`src/rtl/prog_loader_pkg.sv`:
```
// Shared types and constants for the program loader.
package prog_loader_pkg;

    localparam int unsigned IMEM_ADDR_W = 10;
    localparam int unsigned IMEM_DEPTH  = 1024;

    // Must match the instruction receiver's halt opcode.
    localparam logic [31:0] TERM_WORD = 32'h0000_0000;

    // Value written to PC before a run.
    localparam logic [31:0] PC_START = 32'h0000_0000;

    typedef enum logic [3:0] {
        S_LEN_HI  = 4'd0,
        S_LEN_LO  = 4'd1,
        S_DATA    = 4'd2,
        S_CSUM    = 4'd3,
        S_TERM    = 4'd4,
        S_PC_CLR  = 4'd5,
        S_RUN     = 4'd6,
        S_RELEASE = 4'd7,
        S_ERR     = 4'd8
    } state_t;

    // A length is accepted when it is a non-zero whole number of words within max_len.
    function automatic logic len_valid(input logic [15:0] len, input logic [16:0] max_len);
        return (len >= 16'd4) && ({1'b0, len} <= max_len) && (len[1:0] == 2'b00);
    endfunction

endpackage

```
`src/rtl/prog_loader.sv`:
```
// Receives a framed program byte stream, loads it into instruction memory,
// appends a zero terminator, clears PC and hands control to the receiver.
module prog_loader
    import prog_loader_pkg::*;
#(
    parameter int unsigned ADDR_W  = IMEM_ADDR_W,
    parameter int unsigned MAX_LEN = IMEM_DEPTH
) (
    input  logic              clk,
    input  logic              rst_n,
    input  logic [7:0]        rx_data,
    input  logic              rx_valid,
    output logic              rx_ready,
    output logic [ADDR_W-1:0] imem_waddr,
    output logic [7:0]        imem_wdata,
    output logic              imem_wren,
    output logic [31:0]       pc_wdata,
    output logic              pc_wren,
    output logic              go,
    input  logic              finish,
    output logic              busy,
    output logic              err,
    input  logic              err_clr
);

    localparam int unsigned PTR_W     = ADDR_W + 1;
    localparam int unsigned DEPTH     = 32'(1) << ADDR_W;
    localparam logic [16:0] LAST_ADDR = 17'(DEPTH - 1);

    state_t            state, state_nx;
    logic [15:0]       len, len_nx;
    logic [PTR_W-1:0]  ptr, ptr_nx;
    logic [7:0]        sum, sum_nx;
    logic              wren_nx;
    logic [ADDR_W-1:0] waddr_nx;
    logic [7:0]        wdata_nx;
    logic              pc_wren_nx;
    logic              go_nx;
    logic              xfer;
    logic              term_skip;

    assign xfer      = rx_valid & rx_ready;
    // Terminator would run past the top of memory, so it is dropped.
    assign term_skip = (17'(len) + 17'd3) > LAST_ADDR;
    assign pc_wdata  = PC_START;

    // State register.
    always_ff @(posedge clk) begin
        if (!rst_n) state <= S_LEN_HI;
        else        state <= state_nx;
    end

    // Next-state, datapath updates and next values of the registered outputs.
    always_comb begin
        state_nx   = state;
        len_nx     = len;
        ptr_nx     = ptr;
        sum_nx     = sum;
        wren_nx    = 1'b0;
        waddr_nx   = imem_waddr;
        wdata_nx   = imem_wdata;
        pc_wren_nx = 1'b0;
        go_nx      = 1'b0;

        case (state)
            S_LEN_HI: begin
                if (xfer) begin
                    len_nx   = {rx_data, len[7:0]};
                    state_nx = S_LEN_LO;
                end
            end
            S_LEN_LO: begin
                if (xfer) begin
                    len_nx   = {len[15:8], rx_data};
                    ptr_nx   = '0;
                    sum_nx   = 8'h00;
                    state_nx = len_valid(len_nx, 17'(MAX_LEN)) ? S_DATA : S_ERR;
                end
            end
            S_DATA: begin
                if (xfer) begin
                    wren_nx  = 1'b1;
                    waddr_nx = ptr[ADDR_W-1:0];
                    wdata_nx = rx_data;
                    ptr_nx   = ptr + PTR_W'(1);
                    sum_nx   = sum + rx_data;
                    if (ptr == PTR_W'(len - 16'd1)) state_nx = S_CSUM;
                end
            end
            S_CSUM: begin
                if (xfer) begin
                    if (rx_data != sum) state_nx = S_ERR;
                    else if (term_skip) state_nx = S_PC_CLR;
                    else                state_nx = S_TERM;
                end
            end
            S_TERM: begin
                // ptr starts at LEN (word aligned), so its low bits index the terminator byte.
                wren_nx  = 1'b1;
                waddr_nx = ptr[ADDR_W-1:0];
                wdata_nx = TERM_WORD[{ptr[1:0], 3'b000} +: 8];
                ptr_nx   = ptr + PTR_W'(1);
                if (ptr[1:0] == 2'd3) state_nx = S_PC_CLR;
            end
            S_PC_CLR: begin
                pc_wren_nx = 1'b1;
                state_nx   = S_RUN;
            end
            S_RUN: begin
                if (finish) state_nx = S_RELEASE;
                else        go_nx    = 1'b1;
            end
            S_RELEASE: begin
                if (!finish) state_nx = S_LEN_HI;
            end
            S_ERR: begin
                if (err_clr) state_nx = S_LEN_HI;
            end
            default: state_nx = S_LEN_HI;
        endcase
    end

    // Datapath and output registers; status outputs follow the upcoming state.
    always_ff @(posedge clk) begin
        if (!rst_n) begin
            len        <= 16'h0000;
            ptr        <= '0;
            sum        <= 8'h00;
            rx_ready   <= 1'b1;
            imem_wren  <= 1'b0;
            imem_waddr <= '0;
            imem_wdata <= 8'h00;
            pc_wren    <= 1'b0;
            go         <= 1'b0;
            busy       <= 1'b0;
            err        <= 1'b0;
        end else begin
            len        <= len_nx;
            ptr        <= ptr_nx;
            sum        <= sum_nx;
            rx_ready   <= (state_nx == S_LEN_HI) || (state_nx == S_LEN_LO) ||
                          (state_nx == S_DATA)   || (state_nx == S_CSUM);
            imem_wren  <= wren_nx;
            imem_waddr <= waddr_nx;
            imem_wdata <= wdata_nx;
            pc_wren    <= pc_wren_nx;
            go         <= go_nx;
            busy       <= (state_nx != S_LEN_HI) && (state_nx != S_ERR);
            err        <= (state_nx == S_ERR);
        end
    end

endmodule

```
`config.mk`:
```
export PLATFORM = sky130hd
export DESIGN_NAME = prog_loader
export DESIGN_NICKNAME = d
export VERILOG_FILES = /design/src/rtl/prog_loader_pkg.sv /design/src/rtl/prog_loader.sv
export SDC_FILE = /design/constraint.sdc
export NUM_CORES = 1
export LEC_CHECK = 0
export CORE_MARGIN = 5
export CORE_UTILIZATION = 40
export CTS_BUF_LIST = sky130_fd_sc_hd__clkbuf_16
export CTS_CLUSTER_SIZE = 10
export DETAILED_ROUTE_END_ITERATION = 10
export SLEW_MARGIN = 20
export SYNTH_ARGS = -nofsm -noshare
export SYNTH_HDL_FRONTEND = slang
export SYNTH_SLANG_ARGS = --single-unit
```
`constraint.sdc`:
```
create_clock -name clk -period 7 [get_ports clk]
set_clock_uncertainty 0.1 [all_clocks]
set_input_delay 1.05 -clock clk [delete_from_list [all_inputs] [get_ports clk]]
set_output_delay 1.05 -clock clk [all_outputs]
set_load 0.01 [all_outputs]
```
==> results of run 1 <==
-- cell families after synthesis --
kind of cell             Yosys count  share of synthesized area
multiplexers                      13                     0.0342
other                              1                   0.000985
AND/OR/NAND/NOR                  185                      0.262
buffers and inverters             69                      0.109
adder cells (fa/ha/maj)           11                     0.0381
XOR/XNOR                          34                     0.0782
flip-flops                        63                      0.331
AO/OA/AOI/OAI                     87                      0.147
-- area by class of cell --
class	count	area, µm²	area share
sequential	63	1260	0.290
clock buffer	9	225	0.0518
multi-input combinational	362	2250	0.518
tap	129	161	0.0371
clock inverter	7	57.6	0.0132
timing repair buffer	36	360	0.0829
inverter	8	30.0	0.00691
-- state kept, by name, summed over array words and instances (netlist names) --
name        count
len            16
go              1
sum             8
rx_ready        1
pc_wren         1
imem_wdata      8
busy            1
imem_waddr     10
imem_wren       1
state           4
err             1
ptr            11
-- worst min path at each step --
stage / start / endpoint / cells past startpoint / slack, ns
final: imem_wdata[6]$_SDFFE_PN0P_ / imem_wdata[6]$_SDFFE_PN0P_ / 2 / 0.36
after global routing: imem_wdata[2]$_SDFFE_PN0P_ / imem_wdata[2]$_SDFFE_PN0P_ / 2 / 0.39
after CTS: imem_wdata[6]$_SDFFE_PN0P_ / imem_wdata[6]$_SDFFE_PN0P_ / 2 / 0.36
after detailed placement: imem_wdata[3]$_SDFFE_PN0P_ / imem_wdata[3]$_SDFFE_PN0P_ / 2 / 0.35
after global placement: imem_wdata[4]$_SDFFE_PN0P_ / imem_wdata[4]$_SDFFE_PN0P_ / 2 / 0.35
after floorplan: sum[6]$_SDFFE_PN0P_ / sum[6]$_SDFFE_PN0P_ / 2 / 0.35
-- through the flow --
step / power, mW / instance area (µm²) / worst slack [ns] / instances
after floorplan: 0.526 / 3930 / 4.32 / 494
after global placement: 0.552 / 4060 / 3.35 / 598
after detailed placement: 0.553 / 4060 / 3.42 / 598
after CTS: 0.974 / 4350 / 3.75 / 614
after global routing: 1.01 / 4350 / 3.58 / 614
final: 0.969 / 4350 / 3.77 / 614
-- layout by cell type, fill, tap and decap left out, types with 9 or more instances in the layout --
cell	n
a21oi_1	42
clkbuf_16	9
clkdlybuf4s50_1	36
conb_1	32
dfxtp_1	63
ha_1	10
inv_1	10
mux2i_1	13
nand2_1	60
nand3_1	22
nor2_1	42
nor3_1	9
o21ai_0	10
xnor2_1	15
xor2_1	19
-- critical path, cell delays in order --
cell and delay, ns:
clkdlybuf4s50_1 0.55, ha_1 0.40, nor4_1 0.31, and3_1 0.24, nand4_1 0.17, a221oi_1 0.37
a22oi_2 0.13, a21oi_1 0.16
-- power by group --
part           leakage, nW  switching [mW]  total [mW]  internal [mW]
Sequential           0.510          0.0280       0.399          0.371
Combinational         1.05          0.0879       0.148         0.0598
Clock                0.147           0.153       0.422          0.269
Total                 1.70           0.269       0.969          0.701
-- layer usage --
layer,GRT usage,share of wire,vias to the layer above
li1,-,-,1597
met1,0.215,0.47,1493
met2,0.263,0.47,77
met3,0.0336,0.046,6
met4,0.0424,0.0090,0
met5,0,0,-
==> metrics.txt, run 1 <==
status finished clean; clock period minus worst slack ~3.2 ns; vias in the first global route around 3000; # IOs 69; Final Core Density 0.468; syn_area_per_cell 8.23 µm²; worst reg2reg path depth 8; CTS tree built; initial core utilization 0.410; Area Growth Syn to Fin 14.1%; Commonest cells post-synth 63 x dfxtp_1, 60 x nand2_1, 42 x a21oi_1, 42 x nor2_1, 35 x buf_4; Post-synth top flop dfxtp_1; Die H approximately 110 µm; CTS Hold Buffers Added 0; Hold Path Class flop to flop; Final period util 0.462; Max Clk Rate ~300 MHz; antenna violations before repair 0; Total GRT Usage 0.161; final setup vio count 0; r2r endpoint state[0]$_SDFF_PN0_; post-DP HPWL 6.72 mm; Reg-to-Reg Start len[0]$_SDFFE_PN0P_; Max VDD drop about 0.16 mV; Static Leak 1.70 nW; first-pass GRT wire length about 15 mm; Horiz. Die Dim 108 µm; clk_lat worst skew about 0.33 ns; Post-CTS Setup Bufs 0; critical path class input port to flop; Seq/Total Area, Yosys 0.331; CP arrival between 3 and 4 ns; DIE AREA around 12000 µm²; vias per cell just over 5; Num CTS Buffers 9; Crit Path Max Fanout 5; drt first-iter violations approximately 190; Diodes inserted 0; CP required a little over 7 ns; count of flip-flops with a built-in enable after synthesis 0; Worst Tran Pin Value approximately 0.98 ns; max-slew violations 0; CTS Sinks between 60 and 70; unique cell type count in the Yosys netlist 66; post-synthesis async set-or-reset flop share 0; clock tree buffer depth 2; Placer Congestion between 0.8 and 0.9; row count 35; end point of the critical path busy$_SDFF_PN0_; cts repair resizes 0; DRC 0; max cap viols 0; synthesis-stage register bit count 63; top-area cell type share of the netlist area 0.331; H-tree levels 3; ANT nets after route 0; I/O Buffers 36; endpoint class of the critical path flop; Mapped Cells around 460; Fin Hold WS roughly 0.36 ns; fillers between 900 and 1000; largest net degree at the start of global routing 36; Final Hold Viols 0; Area contributors post-synth dfxtp_1 33%, buf_4 6.9%, nand2_1 5.9%, a21oi_1 5.5%, xor2_1 4.4%; Via Count 3173; Sum Neg Setup Slack 0 ns; drt wl/cell ~15 µm; clk slew on worst S/H paths about 0.05 ns; Remaining Overflow, GRT 0; share of cells above drive strength 1 0.0701; most frequent cell after synthesis dfxtp_1; Crit. Startpoint rx_data[6]; Rel. slew slack 0.341; CORE AREA about 9300 µm²; Yosys Warn Count 0; Setup crit start kind input port; Post-Synthesis Cell Area around 3800 µm²; Yosys top cell by area dfxtp_1; First-pass DRT Iterations 4; WL final 9.25 mm; PD cells roughly 220 nW/µm²; nets about 500; clock root buffer clkbuf_16; FF-to-FF setup slack around 4.1 ns; RSZ-0062 raised after global routing false
No activity file was read; power rests on OpenSTA's default activity.
==> run 2, diff against run 1 <==
PLACE_DENSITY = 0.66   (was not set)
clock period = 2.9 ns   (was 7 ns; I/O delays follow)
==> metrics.txt, run 2 (synthesized netlist as in run 1, its figures left out) <==
cts repair resizes 0 (unchanged); first-pass GRT wire length 15.4 mm (was 15.0 mm); vias per cell 5.19 (was 5.17); CP arrival 2.59 ns (was 3.39 ns); row count 35 (unchanged); Setup crit start kind input port (unchanged); First-pass DRT Iterations 4 (unchanged); drt wl/cell 14.7 µm (was 15.1 µm); CP required 3.05 ns (was 7.15 ns); clock period minus worst slack roughly 2.4 ns; Remaining Overflow, GRT 0 (unchanged); Placer Congestion 0.884 (was 0.816); critical path class input port to flop (unchanged); Hold Path Depth 2 (unchanged); # IOs 69 (unchanged); initial core utilization 0.410 (unchanged); most frequent cells in the layout 63 x dfxtp_1, 60 x nand2_1, 42 x a21oi_1, 42 x nor2_1, 36 x clkdlybuf4s50_1 (unchanged); endpoint class of the critical path flop (unchanged); Max Clk Rate 410 MHz; DIE AREA 11600 µm² (unchanged); max incr delay on CP 0.56 ns (was 0.55 ns); max cap viols 0 (unchanged); Pint 1.72 mW (was 701 µW); Worst Tran Pin Value 0.577 ns (was 0.982 ns); Horiz. Die Dim 108 µm (unchanged); clock root buffer clkbuf_16 (unchanged); ANT nets after route 0 (unchanged); Final Hold Viols 0 (unchanged); Crit Path Max Fanout 2 (was 5); CTS Hold Buffers Added 0 (unchanged); post-DP HPWL 6.92 mm (was 6.72 mm); cell family with most CP delay compound AO/OA/AOI/OAI gates (was simple AND/OR/NAND/NOR gates); fillers 899 (was 960); max-slew violations 0 (unchanged); CTS Sinks 63 (unchanged); Static Leak 1.80 nW (was 1.70 nW); Die H 108 µm (unchanged); Post-CTS Setup Bufs 0 (unchanged); nets 523 (was 504); DRC 0 (unchanged); min-delay src imem_wdata[0]$_SDFFE_PN0P_ (was imem_wdata[6]$_SDFFE_PN0P_); commonest non-fill, non-tap cell in the layout dfxtp_1 (unchanged); Reg-to-Reg Start state[2]$_SDFF_PN0_ (was len[0]$_SDFFE_PN0P_); Area Growth Syn to Fin 18.0% (was 14.1%); switching power 658 µW (was 269 µW); CTS tree built (unchanged); WL final 9.30 mm (was 9.25 mm); I/O Buffers 36 (unchanged); placed cell area 4210 µm² (was 4060 µm²); r2r endpoint ptr[3]$_SDFFE_PN0P_ (was state[0]$_SDFF_PN0_); largest net degree at the start of global routing 36 (unchanged); most used cell, CP a21oi_1; Rel. slew slack 0.605 (was 0.341); WP buf/inv 1 (unchanged); Hold Path Class flop to flop (unchanged); final setup vio count 0 (unchanged); sequential share of power 0.401 (was 0.412); Final period util 0.841; clk_lat worst skew 0.33 ns (about the same); final worst setup slack 0.462 ns (was 3.77 ns); Hold EP imem_wdata[0]$_SDFFE_PN0P_ (was imem_wdata[6]$_SDFFE_PN0P_); RSZ-0062 raised after global routing false (unchanged); clock tree buffer depth 2 (unchanged); Clock power frac 0.435 (was 0.436); antenna violations before repair 0 (unchanged); CP cell instances clkdlybuf4s50_1, ha_1, a21oi_1, o21ai_0, a2111oi_0, o21bai_1, a21o_1, a21oi_1 (was clkdlybuf4s50_1, ha_1, nor4_1, and3_1, nand4_1, a221oi_1, a22oi_2, a21oi_1); share of cells above drive strength 1 0.111 (was 0.0701); Sum Neg Setup Slack 0 ns (unchanged); CORE AREA 9280 µm² (unchanged); Max VDD drop 0.327 mV (was 0.160 mV); worst reg2reg path depth 6 (was 8); vias in the first global route 3155 (was 3008); top flop regs len (16), ptr (11), imem_waddr (10) (unchanged); PD cells 529 nW/µm² (was 223 nW/µm²); Total GRT Usage 0.166 (was 0.161); Worst path slowest cell a2111oi_0 (was clkdlybuf4s50_1); Comb pwr share 0.164 (was 0.152); drt first-iter violations 201 (was 186); Placement Setup Slack 0.166 ns (was 3.42 ns); FF-to-FF setup slack 0.64 ns (was 4.12 ns); clk slew on worst S/H paths 0.05 ns (about the same); Post-Layout Inst Area 4500 µm² (was 4350 µm²); max reg flops 16 (unchanged); Sw Share 0.277 (about the same); Via Count 3288 (was 3173); status finished clean (unchanged); Diodes inserted 0 (unchanged); Num CTS Buffers 9 (unchanged); H-tree levels 3 (unchanged); Largest Register len (unchanged)
[run 2: power by group through the flow]
stage | combinational, mW | sequential [mW] | clock (mW)
after floorplan | 0.333 | 0.936 | 0
after detailed placement | 0.384 | 0.970 | 0
after CTS | 0.388 | 0.953 | 1.04
after global routing | 0.433 | 0.959 | 1.09
after global placement | 0.378 | 0.970 | 0
final | 0.389 | 0.954 | 1.03
[run 2: worst max-delay path by stage]
stage,startpoint,to,slack (ns),cells past startpoint
detailed placement,rx_data[1],sum[7]$_SDFFE_PN0P_,0.17,8
finish,rx_data[1],sum[7]$_SDFFE_PN0P_,0.46,8
CTS,rx_data[1],sum[7]$_SDFFE_PN0P_,0.49,8
global route,rx_data[1],sum[7]$_SDFFE_PN0P_,0.28,8
global placement,rx_data[6],busy$_SDFF_PN0_,0.25,8
floorplan,len[0]$_SDFFE_PN0P_,busy$_SDFF_PN0_,0.67,9
[run 2: final cells by class]
cell class,count,area (µm²),share of cell area
Multi-Input combinational cell,362,2250,0.500
Sequential cell,63,1260,0.281
Timing Repair Buffer,55,503,0.112
Clock buffer,9,225,0.0501
Inverter,8,30.0,0.00668
Clock inverter,7,65.1,0.0145
Tap cell,129,161,0.0359
[run 2: worst register-to-register path, stage by stage, from the launching register on]
cell     delay [ns]
dfxtp_1        0.62
and4b_1        0.32
o21ai_2        0.42
nand2_1        0.27
nand4_1        0.18
xor2_1         0.18
nor2_1         0.06
[run 2: metrics by stage]
step | power (mW) | hold slack, ns | util | cells
2_1_floorplan | 1.27 | 0.350 | - | 494
3_3_place_gp | 1.35 | 0.344 | 0.453 | 617
3_5_place_dp | 1.35 | 0.351 | 0.453 | 617
4_1_cts | 2.38 | 0.358 | 0.484 | 633
5_1_grt | 2.48 | 0.375 | 0.484 | 633
6_report | 2.38 | 0.356 | 0.484 | 633
[run 2: layer usage]
layer / routed length (µm) / track usage / up-vias
li1: - / - / 1623
met1: 4240 / 0.209 / 1558
met2: 4420 / 0.277 / 93
met3: 444 / 0.0300 / 14
met4: 197 / 0.0721 / 0
met5: 0 / 0 / -
==> run 3, diff against run 2 <==
clock period = 2.2 ns   (was 2.9 ns; I/O delays follow)
==> metrics.txt, run 3 (synthesized netlist as in run 1, its figures left out) <==
CP cell instances clkdlybuf4s50_1, ha_1, inv_1, nor2_2, a2111oi_2, or4_1, a21o_1, a21oi_1 (was clkdlybuf4s50_1, ha_1, a21oi_1, o21ai_0, a2111oi_0, o21bai_1, a21o_1, a21oi_1); FF-to-FF setup slack 0.11 ns (was 0.64 ns); max reg flops 16 (unchanged); H-tree levels 3 (unchanged); DRT met1 WL 4.49 mm (was 4.24 mm); area of the multi-input gates 2400 µm² (was 2250 µm²); Area Growth Syn to Fin 30.8% (was 18.0%); Worst path slowest cell or4_1 (was a2111oi_0); Static Leak 2.03 nW (was 1.80 nW); Crit Path Max Fanout 3 (was 2); status finished clean (unchanged); fillers 834 (was 899); Largest Register len (unchanged); clock tree buffer depth 2 (unchanged); commonest non-fill, non-tap cell in the layout dfxtp_1 (unchanged); CTS Hold Buffers Added 0 (unchanged); post-DP HPWL 7.59 mm (was 6.92 mm); Reg-to-Reg Start len[0]$_SDFFE_PN0P_ (was state[2]$_SDFF_PN0_); I/O Buffers 36 (unchanged); CORE AREA 9280 µm² (unchanged); WL final 10.7 mm (was 9.30 mm); CP required 2.36 ns (was 3.05 ns); switching power 949 µW (was 658 µW); r2r endpoint state[0]$_SDFF_PN0_ (was ptr[3]$_SDFFE_PN0P_); DIE AREA 11600 µm² (unchanged); clk_lat worst skew 0.33 ns (about the same); final setup vio count 0 (unchanged); Diodes inserted 0 (unchanged); Final period util 0.974; Top Layer Used met4 (unchanged); ANT nets after route 0 (unchanged); vias per cell 5.34 (was 5.19); Hold Path Depth 2 (unchanged); antenna violations before repair 0 (unchanged); max incr delay on CP 0.50 ns (was 0.56 ns); Num CTS Buffers 9 (unchanged); min-delay src imem_wdata[0]$_SDFFE_PN0P_ (unchanged); Die H 108 µm (unchanged); CTS Sinks 63 (unchanged); Remaining Overflow, GRT 0 (unchanged); cell family with most CP delay simple AND/OR/NAND/NOR gates (was compound AO/OA/AOI/OAI gates); DRC 0 (unchanged); top flop regs len (16), ptr (11), imem_waddr (10) (unchanged); Final Core Density 0.537 (was 0.484); row count 35 (unchanged); CP arrival 2.30 ns (was 2.59 ns); drt wl/cell 15.9 µm (was 14.7 µm); Sw Share 0.279 (was 0.277); Max VDD drop 0.443 mV (was 0.327 mV); CTS tree built (unchanged); Hold Path Class flop to flop (unchanged); clock root buffer clkbuf_16 (unchanged); storage element area 1260 µm² (about the same); met2 WL post-DR 5.28 mm (was 4.42 mm); vias in the first global route 3372 (was 3155); clk slew on worst S/H paths 0.06 ns (was 0.05 ns); Horiz. Die Dim 108 µm (unchanged); worst reg2reg path depth 8 (was 6); Hold EP imem_wdata[0]$_SDFFE_PN0P_ (unchanged); max cap viols 0 (unchanged); Clock power frac 0.449 (was 0.435); Pint 2.45 mW (was 1.72 mW); Total GRT Usage 0.180 (was 0.166); sequential share of power 0.366 (was 0.401); initial core utilization 0.410 (unchanged); clock period minus worst slack ~2.1 ns; Final Hold Viols 0 (unchanged); Crit. Startpoint rx_data[4] (was rx_data[1]); endpoint class of the critical path flop (unchanged); first-pass GRT wire length 16.6 mm (was 15.4 mm); nets 560 (was 523); max-slew violations 0 (unchanged); First-pass DRT Iterations 5 (was 4); PD cells 682 nW/µm² (was 529 nW/µm²); Placer Congestion 0.934 (was 0.884); Via Count 3578 (was 3288); metal3 WL 620 µm (was 444 µm); share of cells above drive strength 1 0.220 (was 0.111); total power 3.40 mW (was 2.38 mW); largest net degree at the start of global routing 22 (was 36); WP buf/inv 2 (was 1); Setup crit start kind input port (unchanged); most frequent cells in the layout 62 x dfxtp_1, 60 x nand2_1, 54 x buf_4, 41 x nor2_1, 37 x a21oi_1 (was 63 x dfxtp_1, 60 x nand2_1, 42 x a21oi_1, 42 x nor2_1, 36 x clkdlybuf4s50_1); critical path class input port to flop (unchanged); drt first-iter violations 215 (was 201); Comb pwr share 0.185 (was 0.164); Max Clk Rate ~470 MHz; # IOs 69 (unchanged)
==> run 3: worst max-delay path by stage <==
stage	slack (ns)	to	cells past startpoint
final	0.06	sum[7]$_SDFFE_PN0P_	8
after global routing	-0.07	sum[7]$_SDFFE_PN0P_	8
after CTS	0.02	sum[6]$_SDFFE_PN0P_	9
after detailed placement	-0.41	sum[7]$_SDFFE_PN0P_	8
after global placement	-0.32	sum[7]$_SDFFE_PN0P_	8
after floorplan	0.02	busy$_SDFF_PN0_	9
==> run 3: what timing repair did <==
action	CTS	global route
pin swaps	0	10
buffers inserted	0	0
resized for setup	2	33
endpoints found under the setup margin	1	6
==> run 3: final cells by class <==
cell class | count | share of cell area
inverter | 8 | 0.00603
multi-input combinational | 362 | 0.482
tap | 129 | 0.0324
timing repair buffer | 92 | 0.161
sequential | 63 | 0.253
clock buffer | 9 | 0.0452
clock inverter | 7 | 0.0193
==> run 3: through the flow <==
stage | TNS [ns] | setup slack (ns) | cells | hold WS [ns] | instance area (µm²)
final | 0 | 0.0571 | 670 | 0.352 | 4980
after global routing | -0.0978 | -0.0719 | 670 | 0.369 | 4980
after CTS | 0 | 0.0208 | 670 | 0.355 | 4830
after detailed placement | -2.83 | -0.407 | 654 | 0.347 | 4500
after global placement | -2.44 | -0.315 | 654 | 0.345 | 4500
after floorplan | 0 | 0.0151 | 494 | 0.306 | 3930
==> run 3: layer usage <==
layer | global-route usage | up-vias
li1 | - | 1702
met1 | 0.224 | 1720
met2 | 0.302 | 128
met3 | 0.0342 | 28
met4 | 0.0739 | 0
met5 | 0 | -
==> run 3: power groups by stage <==
stage	clock network [mW]	registers [mW]	logic, mW
2_1_floorplan	0	1.23	0.440
3_3_place_gp	0	1.27	0.568
3_5_place_dp	0	1.27	0.584
4_1_cts	1.54	1.24	0.589
5_1_grt	1.59	1.25	0.689
6_report	1.53	1.24	0.631
==> run 3: worst reg2reg max path: stages (launching register included) <==
cell and delay, ns:
dfxtp_1 0.32, inv_1 0.06, ha_2 0.19, nand4b_2 0.22, or3_4 0.36, a221oi_4 0.33
a221oi_2 0.10, a22oi_2 0.22, a21oi_2 0.07
